[src/rtl/apb_pkg.sv]
// rtl/apb_pkg.sv - shared types and constants for the APB master bridge
package apb_pkg;

    localparam int ADDR_W_DEF = 32;
    localparam int DATA_W_DEF = 8;
    localparam int SLV_DEPTH  = 16;

    typedef enum logic [1:0] {
        IDLE   = 2'd0,
        SETUP  = 2'd1,
        ACCESS = 2'd2,
        RESP   = 2'd3
    } apb_state_t;

endpackage

[src/rtl/apb_wait_timer.sv]
// rtl/apb_wait_timer.sv - saturating ACCESS wait counter with terminal count at TIMEOUT-1
module apb_wait_timer #(
    parameter int TIMEOUT = 16
) (
    input  logic pclk,
    input  logic preset,
    input  logic clr,
    input  logic en,
    output logic tc
);

    localparam int CW = (TIMEOUT > 1) ? $clog2(TIMEOUT) : 1;

    logic [CW-1:0] cnt;

    assign tc = (cnt == CW'(TIMEOUT - 1));

    // Holds at terminal count so the counter never wraps.
    always_ff @(posedge pclk or posedge preset) begin
        if (preset) begin
            cnt <= '0;
        end else if (clr) begin
            cnt <= '0;
        end else if (en && !tc) begin
            cnt <= cnt + CW'(1);
        end
    end

endmodule

[src/rtl/apb_m.sv]
// rtl/apb_m.sv - APB3 master bridging a valid/ready command port to SETUP/ACCESS transfers
module apb_m
    import apb_pkg::*;
#(
    parameter int ADDR_W  = ADDR_W_DEF,
    parameter int DATA_W  = DATA_W_DEF,
    parameter int TIMEOUT = 16
) (
    input  logic              pclk,
    input  logic              preset,
    input  logic              cmd_valid,
    output logic              cmd_ready,
    input  logic              cmd_write,
    input  logic [ADDR_W-1:0] cmd_addr,
    input  logic [DATA_W-1:0] cmd_wdata,
    output logic              rsp_valid,
    input  logic              rsp_ready,
    output logic [DATA_W-1:0] rsp_rdata,
    output logic              rsp_err,
    output logic              rsp_timeout,
    output logic [ADDR_W-1:0] paddr,
    output logic              psel,
    output logic              penable,
    output logic              pwrite,
    output logic [DATA_W-1:0] pwdata,
    input  logic [DATA_W-1:0] prdata,
    input  logic              pready,
    input  logic              pslverr
);

    apb_state_t state, next_state;
    logic       tmr_clr, tmr_en, tmr_tc;
    logic       done_ok, done_to;

    apb_wait_timer #(.TIMEOUT(TIMEOUT)) u_wait_timer (
        .pclk   (pclk),
        .preset (preset),
        .clr    (tmr_clr),
        .en     (tmr_en),
        .tc     (tmr_tc)
    );

    always_ff @(posedge pclk or posedge preset) begin
        if (preset) begin
            state <= IDLE;
        end else begin
            state <= next_state;
        end
    end

    // The bus pins are registered, so the FSM runs one cycle ahead of them:
    // ACCESS only samples the slave once penable is actually on the bus.
    always_comb begin
        next_state = state;
        case (state)
            IDLE:    if (cmd_valid) next_state = SETUP;
            SETUP:   next_state = ACCESS;
            ACCESS:  if (penable && (pready || tmr_tc)) next_state = RESP;
            RESP:    if (rsp_ready) next_state = IDLE;
            default: next_state = IDLE;
        endcase
    end

    always_comb begin
        cmd_ready = (state == IDLE);
        tmr_clr   = (state == SETUP);
        tmr_en    = (state == ACCESS) && penable && !pready;
        done_ok   = (state == ACCESS) && penable && pready;
        done_to   = (state == ACCESS) && penable && !pready && tmr_tc;
    end

    always_ff @(posedge pclk or posedge preset) begin
        if (preset) begin
            paddr       <= '0;
            pwrite      <= 1'b0;
            pwdata      <= '0;
            psel        <= 1'b0;
            penable     <= 1'b0;
            rsp_valid   <= 1'b0;
            rsp_rdata   <= '0;
            rsp_err     <= 1'b0;
            rsp_timeout <= 1'b0;
        end else begin
            if (state == IDLE && cmd_valid) begin
                paddr  <= cmd_addr;
                pwrite <= cmd_write;
                pwdata <= cmd_wdata;
            end
            psel    <= (next_state == ACCESS);
            penable <= (state == ACCESS) && (next_state == ACCESS);
            if (done_ok) begin
                rsp_valid   <= 1'b1;
                rsp_rdata   <= (pwrite || pslverr) ? '0 : prdata;
                rsp_err     <= pslverr;
                rsp_timeout <= 1'b0;
            end else if (done_to) begin
                rsp_valid   <= 1'b1;
                rsp_rdata   <= '0;
                rsp_err     <= 1'b1;
                rsp_timeout <= 1'b1;
            end else if (state == RESP && rsp_ready) begin
                rsp_valid <= 1'b0;
            end
        end
    end

endmodule

[config.mk]
export PLATFORM = sky130hd
export DESIGN_NAME = apb_m
export DESIGN_NICKNAME = d
export VERILOG_FILES = /design/src/rtl/apb_pkg.sv /design/src/rtl/apb_wait_timer.sv /design/src/rtl/apb_m.sv
export SDC_FILE = /design/constraint.sdc
export NUM_CORES = 1
export LEC_CHECK = 0
export ABC_AREA = 0
export CAP_MARGIN = 5
export CELL_PAD_IN_SITES_DETAIL_PLACEMENT = 1
export CELL_PAD_IN_SITES_GLOBAL_PLACEMENT = 1
export CORE_MARGIN = 1
export CORE_UTILIZATION = 34
export CTS_BUF_LIST = sky130_fd_sc_hd__clkbuf_8
export CTS_CLUSTER_DIAMETER = 80
export DETAILED_ROUTE_END_ITERATION = 10
export PLACE_DENSITY_LB_ADDON = 0.15
export SYNTH_ARGS = -nofsm -noshare
export SYNTH_HDL_FRONTEND = slang
export SYNTH_SLANG_ARGS = --single-unit
[constraint.sdc]
create_clock -name pclk -period 2.1 [get_ports pclk]
set_input_delay 0.42 -clock pclk [delete_from_list [all_inputs] [get_ports pclk]]
set_output_delay 0.42 -clock pclk [all_outputs]
set_load 0.02 [all_outputs]
==> results_dict.tcl <==
set metrics [dict create \
    leakagePower_nw 1.707 \
    clk_latency_ps 320 \
    areaGrowthSynthToFinish_pct 56.35 \
    cp.depth 1 \
    route.detailed.drc 0 \
    swShare_pct 33.61 \
    final_max_slew_viol_count 0 \
    r2r-end "state[0]$_DFF_PP0_" \
    placed_area_um2 3720 \
    pin_count 110 \
    ant_nets 0 \
    synthTopCellsByArea "dfrtp_1, mux2_4, a32o_1" \
    cts_tree "built" \
    syn_avg_cell_area_um2 16.12 \
    core_area_um2 7214 \
    grt_antenna_before_repair 0 \
    grt_pass1_wl_mm 9.742 \
    rsz0062_at_grt "no" \
    dieArea_um2 7793 \
    synth-compound-area-share_pct 7.118 \
    comb_power_share_pct 48.0 \
    synth_top_area_cell "dfrtp_1" \
    wl_per_cell_um 16.03 \
    post_cts_buffers 0 \
    hold_violations 0 \
    yosys_warnings 0 \
    n_antenna_cell 0 \
    crit_path_end "penable" \
    hpwlAfterDp_mm 4.278 \
    synthSimpleGateAreaFrac_pct 5.536 \
    ys_seq_area_share_pct 59.32 \
    path_clk_slew_ps 70 \
    synthMuxAreaShare_pct 24.17 \
    syn_inst 157 \
    nets 328 \
    die-width_um 88.28 \
    synth_top_cell_area_share_pct 59.32 \
    die_h_um 88.28 \
    cts_buffer_depth 2 \
    drive_above_1_share_pct 22.74 \
    rrSetupSlack_ps 450 \
    critical_path_buf_inv_count 1 \
    ys_ff_latch 60 \
    arrival_ps 1450 \
    first_pass_iters 4 \
    outcome "finished clean" \
    syn_area_um2 2531 \
    finalSetupViolations 0 \
    rr_worst_depth 4 \
    cp.required_ps 1680 \
    clock-sinks 60 \
    synth_top_family_by_area "multiplexers" \
    layout_common_cells "clkdlybuf4s50_1, dfrtp_1, mux2_4, clkbuf_8, a32o_1" \
    start_util_pct 35.08 \
    path_cells "clkdlybuf4s50_1" \
    fin_crit_ps 1867 \
    rows 31 \
    slowest_delay_ps 660 \
    skew_ps 4.237 \
    critPathLaunch "penable$_DFF_PP0_" \
    crit_fanout 6 \
    ir_drop_v 0.0006326 \
    slew_headroom_pct 60.61 \
    seqCellArea_um2 1501 \
    hold_class "primary input to async pin" \
    power_frac_seq_pct 33.0 \
    multi_input_area_um2 944.7 \
    critical_path_class "flip-flop to output port" \
    max_freq_ghz 0.5356 \
    fin_util_pct 54.86 \
    cts_hold_buf 0 \
    finalWorstSetupSlack_ps 233.0 \
    grt_max_degree 48 \
    pre_cts_ws_ps 249.1 \
    synthAdderAreaFrac_pct 0.4943 \
    finalSetupTns_ps 0 \
    vias 1752 \
    track_usage_pct 16.63 \
    cts_root_buf "clkbuf_8" \
    p_int_mw 4.170 \
    max_cap_viol_count 0 \
    h-tree-depth 3 \
    power_switching_mw 2.111 \
    ys.flop_type "dfrtp_1" \
    grt-ovfl-total 0 \
    wirelength_mm 6.027 \
    rr_startpoint "u_wait_timer.cnt[0]$_DFFE_PP0P_" \
    port_buffers 109 \
    grt_pass1_vias 1854 \
    cp_top_family "buffers and inverters" \
    synth_cell_types 33 \
    start_kind "flip-flop" \
    worst_pin_slew_ps 588.6 \
    async_reset_ff_share_pct 100.0 \
    syn_nets 213 \
    p_per_area_nw_per_um2 1587 \
    first_iter_violations 49 \
    fin_crit_sh_pct 88.90 \
    critPathSlowestCell "clkdlybuf4s50_1" \
    final_common_cell "clkdlybuf4s50_1" \
    vias_per_cell 4.660 \
    clockPowerShare_pct 19.0 \
    fin_area_um2 3958 \
    crit_path_end_kind "output port" \
    cts_buffers 9 \
    synthXorXnorAreaFrac_pct 0 \
    synth_edf_count 0 \
    gp_congestion 0.6551 \
    fillers 735 \
]
Yosys cell counts (2+ instances only):
master	n
nor2_1	2
nand2_1	4
nand3_1	2
mux2_4	40
a21oi_1	5
and3_1	2
a32o_1	8
or3_1	2
dfrtp_1	60
inv_1	3
nor2b_1	2
buf_6	5
o21a_1	2
logic make-up after synthesis:
group,after synthesis
DFF,60
muxes,41
AOI/OAI and AO/OA,22
and+or+nand+nor,22
buffers and inverters,11
adders and majority gates,1
registers in the layout, indices dropped and copies added, names as in the netlist:
register	flops
penable	1
pwdata	8
rsp_timeout	1
rsp_err	1
state	2
paddr	32
pwrite	1
u_wait_timer.cnt	4
rsp_valid	1
rsp_rdata	8
psel	1
how the worst min path moves through the flow:
stage                                               start                               to  depth (start not counted)
final                                              preset            pwdata[6]$_DFFE_PP0P_                          2
after global routing                               preset            pwdata[6]$_DFFE_PP0P_                          2
after CTS                                          preset            pwdata[6]$_DFFE_PP0P_                          2
after detailed placement            rsp_valid$_DFFE_PP0P_            rsp_valid$_DFFE_PP0P_                          2
after global placement              rsp_valid$_DFFE_PP0P_            rsp_valid$_DFFE_PP0P_                          2
after floorplan           u_wait_timer.cnt[3]$_DFFE_PP0P_  u_wait_timer.cnt[3]$_DFFE_PP0P_                          2
per-layer routing:
metal  vias up  track usage [%]  share of wire (%)
li1        795                -                  -
met1       882            21.85                 46
met4         0            7.038               0.86
met2        70            25.10                 46
met5         -                0                  0
met3         5            5.690                7.9
cell type report:
type,instances,share of cell area (%)
clock buffer,11,3.825
clock inverter,5,2.118
inverter,3,0.2845
multi-input combinational,86,23.87
sequential,60,37.94
tap,99,3.130
timing repair buffer,112,28.83
per-stage QoR:
stage               hold WS, ps  total power [mW]  cells
global route              381.7             6.647    376
finish                    367.9             6.281    376
detailed placement        478.0             5.131    360
CTS                       365.1             6.367    376
global placement          463.9             5.071    360
floorplan                 531.0             3.774    157
power groups by stage:
stage	sequential, mW	clock (mW)	combinational [mW]
final	2.07	1.19	3.02
after global routing	2.15	1.27	3.22
after CTS	2.08	1.23	3.06
after detailed placement	2.08	0	3.05
after global placement	2.06	0	3.01
after floorplan	2.67	0	1.11
repair_timing:
action	CTS	global route
endpoints found under the setup margin	0	1
gates resized for setup	0	1
hold endpoints to repair	0	0
No activity file was read; power rests on OpenSTA's default activity.
